===== config.mk =====
export PLATFORM = sky130hd
export DESIGN_NAME = bus_demux
export DESIGN_NICKNAME = d
export VERILOG_FILES = /design/src/rtl/bus_demux.sv
export SDC_FILE = /design/constraint.sdc
export NUM_CORES = 1
export LEC_CHECK = 0
export CORE_UTILIZATION = 35
export DETAILED_ROUTE_END_ITERATION = 8
export PLACE_DENSITY = 0.66
export SLEW_MARGIN = 20
export SYNTH_ARGS = -nofsm -noshare
export SYNTH_HDL_FRONTEND = slang
export SYNTH_SLANG_ARGS = --single-unit

===== constraint.sdc =====
create_clock -name clk -period 2.2 [get_ports clk]
set_input_delay 0.44 -clock clk [delete_from_list [all_inputs] [get_ports clk]]
set_output_delay 0.44 -clock clk [all_outputs]
set_load 0.005 [all_outputs]

===== src/rtl/bus_demux.sv =====
// Registered 1-to-2 byte demultiplexer: steers a producer's byte to out1 (con=0) or out2 (con=1),
// each output backed by a one-entry valid/ready holding register and a modulo-256 transfer counter.
module bus_demux #(
  parameter int WIDTH = 8
) (
  input  logic             clk,
  input  logic             rst_n,
  input  logic [WIDTH-1:0] in_data,
  input  logic             con,
  input  logic             in_valid,
  output logic             in_ready,
  output logic [WIDTH-1:0] out1_data,
  output logic [WIDTH-1:0] out2_data,
  output logic             out1_valid,
  output logic             out2_valid,
  input  logic             out1_ready,
  input  logic             out2_ready,
  output logic [7:0]       cnt1,
  output logic [7:0]       cnt2
);

  logic             r_v1;
  logic             r_v2;
  logic [WIDTH-1:0] r_d1;
  logic [WIDTH-1:0] r_d2;
  logic [7:0]       r_c1;
  logic [7:0]       r_c2;

  logic             w_in_ready;
  logic             w_xfer;
  logic             w_load1;
  logic             w_load2;

  // Ready depends only on the selected slot: empty, or being drained this edge.
  always_comb begin
    w_in_ready = 1'b0;
    w_xfer     = 1'b0;
    w_load1    = 1'b0;
    w_load2    = 1'b0;
    if (con) begin
      w_in_ready = !r_v2 || out2_ready;
    end else begin
      w_in_ready = !r_v1 || out1_ready;
    end
    w_xfer  = in_valid && w_in_ready;
    w_load1 = w_xfer && !con;
    w_load2 = w_xfer && con;
  end

  always_ff @(posedge clk) begin
    if (!rst_n) begin
      r_v1 <= 1'b0;
      r_v2 <= 1'b0;
      r_d1 <= '0;
      r_d2 <= '0;
      r_c1 <= '0;
      r_c2 <= '0;
    end else begin
      // Load wins over drain so a simultaneous drain+fill keeps valid high.
      if (w_load1) begin
        r_d1 <= in_data;
        r_v1 <= 1'b1;
        r_c1 <= r_c1 + 8'd1;
      end else if (r_v1 && out1_ready) begin
        r_v1 <= 1'b0;
      end

      if (w_load2) begin
        r_d2 <= in_data;
        r_v2 <= 1'b1;
        r_c2 <= r_c2 + 8'd1;
      end else if (r_v2 && out2_ready) begin
        r_v2 <= 1'b0;
      end
    end
  end

  assign in_ready   = w_in_ready;
  assign out1_data  = r_d1;
  assign out2_data  = r_d2;
  assign out1_valid = r_v1;
  assign out2_valid = r_v2;
  assign cnt1       = r_c1;
  assign cnt2       = r_c2;

endmodule


* Word level (Yosys, flattened, before mapping)
Cells that the tools add are included.
Storage, ports and cells: output and inout port bits 35, input port bits 14, register bits 34
Cells by class: reduce and logical (&&, ||, !) cells 12, muxes and demuxes 5, $add $sub $neg 2
Operators by type and width (count):
- adder 8 x 1 -> 8 bit, second input constant | 2
- logical AND 1 bit | 5
- 2-to-1 mux 1 bit | 5
- nonzero test 2 bit | 2
- logical NOT 1 bit | 3
- logical OR 1 bit | 2

* Depth between registers and ports, before layout
depth after elaboration 6, depth in mapped cells 6

* Worst setup path before layout
No wires, ideal clock.
path type input -> register, start point input port out2_ready, end point register r_c2[0] (netlist: cnt2[0]), arrival time 1.242 ns, buffers on the path 2, stages 6, setup time 0.115 ns, slack 0.843 ns, cell sequence nor2b_1 -> buf_4 -> or2_1 -> buf_6 -> xnor2_1 -> and2_1
On the way: cells in the longest elaborated chain, start to end 4
Ends and longest elaborated chain:
- start: declaration | RTL line 17 | input logic out2_ready,
- logical OR 1 bit | RTL line 41 | w_in_ready = !r_v2 || out2_ready;
- 2-to-1 mux 1 bit | RTL line 40 | if (con) begin
- logical AND 1 bit | RTL line 45 | w_xfer = in_valid && w_in_ready;
- logical AND 1 bit | RTL line 47 | w_load2 = w_xfer && con;
- end signal: assignment | RTL line 71 | r_c2 <= r_c2 + 8'd1;
- end: declaration | RTL line 27 | logic [7:0] r_c2;
No other way between the ends. A chain may end at the register's enable or synchronous reset.

* Worst setup path in the final report
start point input port con, end point output port in_ready
On the way: cells in the longest elaborated chain, start to end 1
Ends and longest elaborated chain:
- start: declaration | RTL line 9 | input logic con,
- 2-to-1 mux 1 bit | RTL line 40
- end: declaration | RTL line 11 | output logic in_ready,
No other way between the ends.

==> results.md <==
* completed — outcome
* 0.00201 mm^2 — instance area after placement
* built — TritonCTS clock tree
* 0.00211 mm^2 — post-route cell area
* clkdlybuf4s50_1 > nor2_1 > a21oi_1 > dlymetal6s2s_1 — worst-path cell chain
* 0.764 — last weighted congestion value of the routability-driven placer
* output port — critical path endpoint category
* 0.00403 mm^2 — standard cell core area
* 12.1 um — average wire per cell in the routed design
* 4 — maximum fanout count along the critical path
* 46.2% — share of Yosys cell area claimed by the top area cell type
* 230 — net count reported at finish
* 9.15 um^2 — post-synthesis area per instance
* 43.0% — Area growth, synth to finish
* 1.33 ns — data arrival time of the critical path
* 0 — final antenna-violating net count
* sky130_fd_sc_hd__clkdlybuf4s50_1 — cell with the largest stage delay on the worst path
* 0.800 nW — leakage power
* input port — launching element type of the critical path
* 0.00447 mm^2 — Die Outline Area
* sky130_fd_sc_hd__dfxtp_1 (46%), sky130_fd_sc_hd__nand2_1 (11%), sky130_fd_sc_hd__a21boi_1 (9.2%) — main area contributors after synthesis
* 2 — clock buffer depth
* 0 — number of max-capacitance violations reported
* 0 ns — final total negative setup slack
* 51.3% — Flop pwr share
* 1241 — routed vias
* 37.2% — clock network power share
* 0 — Setup Fix Bufs, Post-CTS
* 0 — count of final setup violators
* 0.319 mV — Worst IR Drop VDD
* 36.6% — Starting Density
* 1178 — number of global-route vias before repair
* 34 — number of storage elements in the synthesis netlist
* 1.77 ns — Min Clock Period, post-route
* no — setup repair after global routing missed its margin
* 4.68 — vias per cell
* 601 mW/mm^2 — Pwr Density
* 23 — Core Rows
* 48 — input/output buffers
* 4 — Initial DRT Pass Iterations
* sky130_fd_sc_hd__dfxtp_1 — cell type contributing the most total cell area after synthesis
* 34 — clk sinks
* 5.14 mm — global-route wire length before repair
* 0 — Final Max Slew Viols
* 0.974 mW — P_int
* 41 — 1st-iter DRT viols
* 0.07 ns — clock transition at the register clock pins on the worst setup and hold paths after CTS
* 37 — pin count of the biggest net entering global routing
* 2 — H-tree depth
* 46.2% — portion of the post-synthesis area used by sequential elements
* 0 — GRT overflow
* input port to output port — Crit Path Category
* 30 — library cells used by synthesis
* 0.28 ns — Worst-Skew Late Latency
* 0 — Hold-fix buffers, CTS
* 9.77% — share of cells above drive strength 1
* 5 — Num CTS Buffers
* 177 — Post-Syn Nets
* 0.55 ns — maximum cell stage delay along the critical path
* 0.00168 ns — clk_skew
* 0 — Inserted Diodes
* register to register — Hold Crit Class
* 1.76 ns — required time worst endpoint
* 0 — Warnings, synthesis
* 15.7% — Tot GR Track Use
* sky130_fd_sc_hd__clkbuf_8 — root buffer cell
* 2.35 mm — HPWL after detailed placement
* 564 MHz — Max Freq
* 0 — Residual DRC
* 66.9 um — die extent in x
* 0 — antenna violations before repair
* 80.6% — ratio of final minimum period to clock period
* 161 — post-synthesis instance total
* 0.00147 mm^2 — Syn Std Cell Area
* 23.1% — fraction of power spent switching nets
* 0.293 mW — switching power
* 0.428 ns — transition time at the pin with the least slew margin
* 11.6% — Gate power share
* 49 — I/O pin total
* 66.9 um — vertical extent of the die
* 0 — final hold violation count
* 71.4% — headroom to the max-slew limit
* 3.20 mm — Final Routed Wirelength
-- power groups by stage --
stage | combinational, mW | sequential (mW) | clock (mW)
2_1_floorplan | 0.0612 | 0.664 | 0
3_3_place_gp | 0.145 | 0.664 | 0
4_1_cts | 0.148 | 0.650 | 0.485
6_report | 0.146 | 0.650 | 0.471
3_5_place_dp | 0.148 | 0.663 | 0
5_1_grt | 0.161 | 0.652 | 0.512
-- path summary, 6_finish.rpt --
kind | from | end | slack [ns] | depth (start not counted)
hold / removal | out2_data[7]$_SDFFE_PN0P_ | out2_data[7]$_SDFFE_PN0P_ | 0.45 | 2
setup reg to reg | out2_valid$_SDFFE_PN0P_ | out2_data[4]$_SDFFE_PN0P_ | 0.87 | 6
setup / recovery | con | in_ready | 0.43 | 4
hold reg to reg | out2_data[7]$_SDFFE_PN0P_ | out2_data[7]$_SDFFE_PN0P_ | 0.45 | 2
-- timing repair --
| item | in CTS | in global routing |
|---|---|---|
| endpoints found under the hold margin | 0 | 0 |
| resized for setup | 0 | 1 |
| setup endpoints to repair | 0 | 1 |
-- metal layers --
metal | track usage (%) | wire (um) | up-vias
met5 | 0 | 0 | -
met4 | 7.98 | 62 | 0
met3 | 4.45 | 139 | 7
met2 | 27.3 | 1600 | 31
met1 | 17.2 | 1400 | 568
li1 | - | - | 635
-- logic make-up after synthesis --
| family | synth area share [%] |
|---|---|
| and+or+nand+nor | 29.9 |
| DFF | 46.2 |
| AOI/OAI and AO/OA | 10.5 |
| xor gates and xnor gates | 7.13 |
| buffers and inverters | 3.22 |
| muxes | 1.36 |
| adders and majority gates | 1.70 |
-- critical path, delay by kind of cell --
family | cells | cell delay (ns)
AND/OR/NAND/NOR | 1 | 0.07
buffers and inverters | 2 | 0.69
AO/OA/AOI/OAI | 1 | 0.13
-- stage by stage --
| stage | power, mW | instances | hold slack [ns] | utilization [%] | worst slack (ns) |
|---|---|---|---|---|---|
| 2_1_floorplan | 0.725 | 161 | 0.451 | - | 0.843 |
| 3_3_place_gp | 0.808 | 257 | 0.443 | 50.0 | 0.0577 |
| 3_5_place_dp | 0.811 | 257 | 0.444 | 50.0 | 0.0339 |
| 4_1_cts | 1.28 | 265 | 0.454 | 52.3 | 0.0339 |
| 5_1_grt | 1.33 | 265 | 0.463 | 52.3 | 0.343 |
| 6_report | 1.27 | 265 | 0.449 | 52.3 | 0.426 |
-- cells in the final DEF (no fill, tap or decap), drive strengths merged, types with 3 or more instances in the layout --
master / instances
a21boi: 19
and2: 14
buf: 6
clkbuf: 7
clkdlybuf4s50: 47
dfxtp: 34
nand2: 44
nand2b: 3
nand4: 5
nor2: 3
nor4: 3
xnor2: 6
xor2: 6
-- cell usage after synthesis (all sizes together) --
| cell type | count |
|---|---|
| mux2i | 2 |
| buf | 4 |
| a21oi | 1 |
| and3 | 1 |
| nor2 | 3 |
| nand3 | 2 |
| nor2b | 2 |
| nor3b | 1 |
| xnor2 | 6 |
| and4 | 1 |
| nand4 | 5 |
| o21a | 1 |
| xor2 | 6 |
| clkbuf | 4 |
| dfxtp | 34 |
| nor4 | 3 |
| nor4b | 2 |
| ha | 2 |
| and2 | 14 |
| a21boi | 19 |
| nand2b | 3 |
| nand2 | 44 |
| or2 | 1 |
-- cell type report --
type / count / area, um^2
multi-input cells: 119 / 746
repair buffers: 54 / 528
clock inverters: 1 / 5.00
fillers: 381 / 1920
flip-flops and latches: 34 / 681
well taps: 50 / 62.6
clock buffers: 7 / 86.3
-- sequential cells by signal (all words and copies together), names as in the netlist --
signal / flops
out1_valid: 1
out2_data: 8
cnt2: 8
cnt1: 8
out1_data: 8
out2_valid: 1
(Power assumes the default switching activity.)
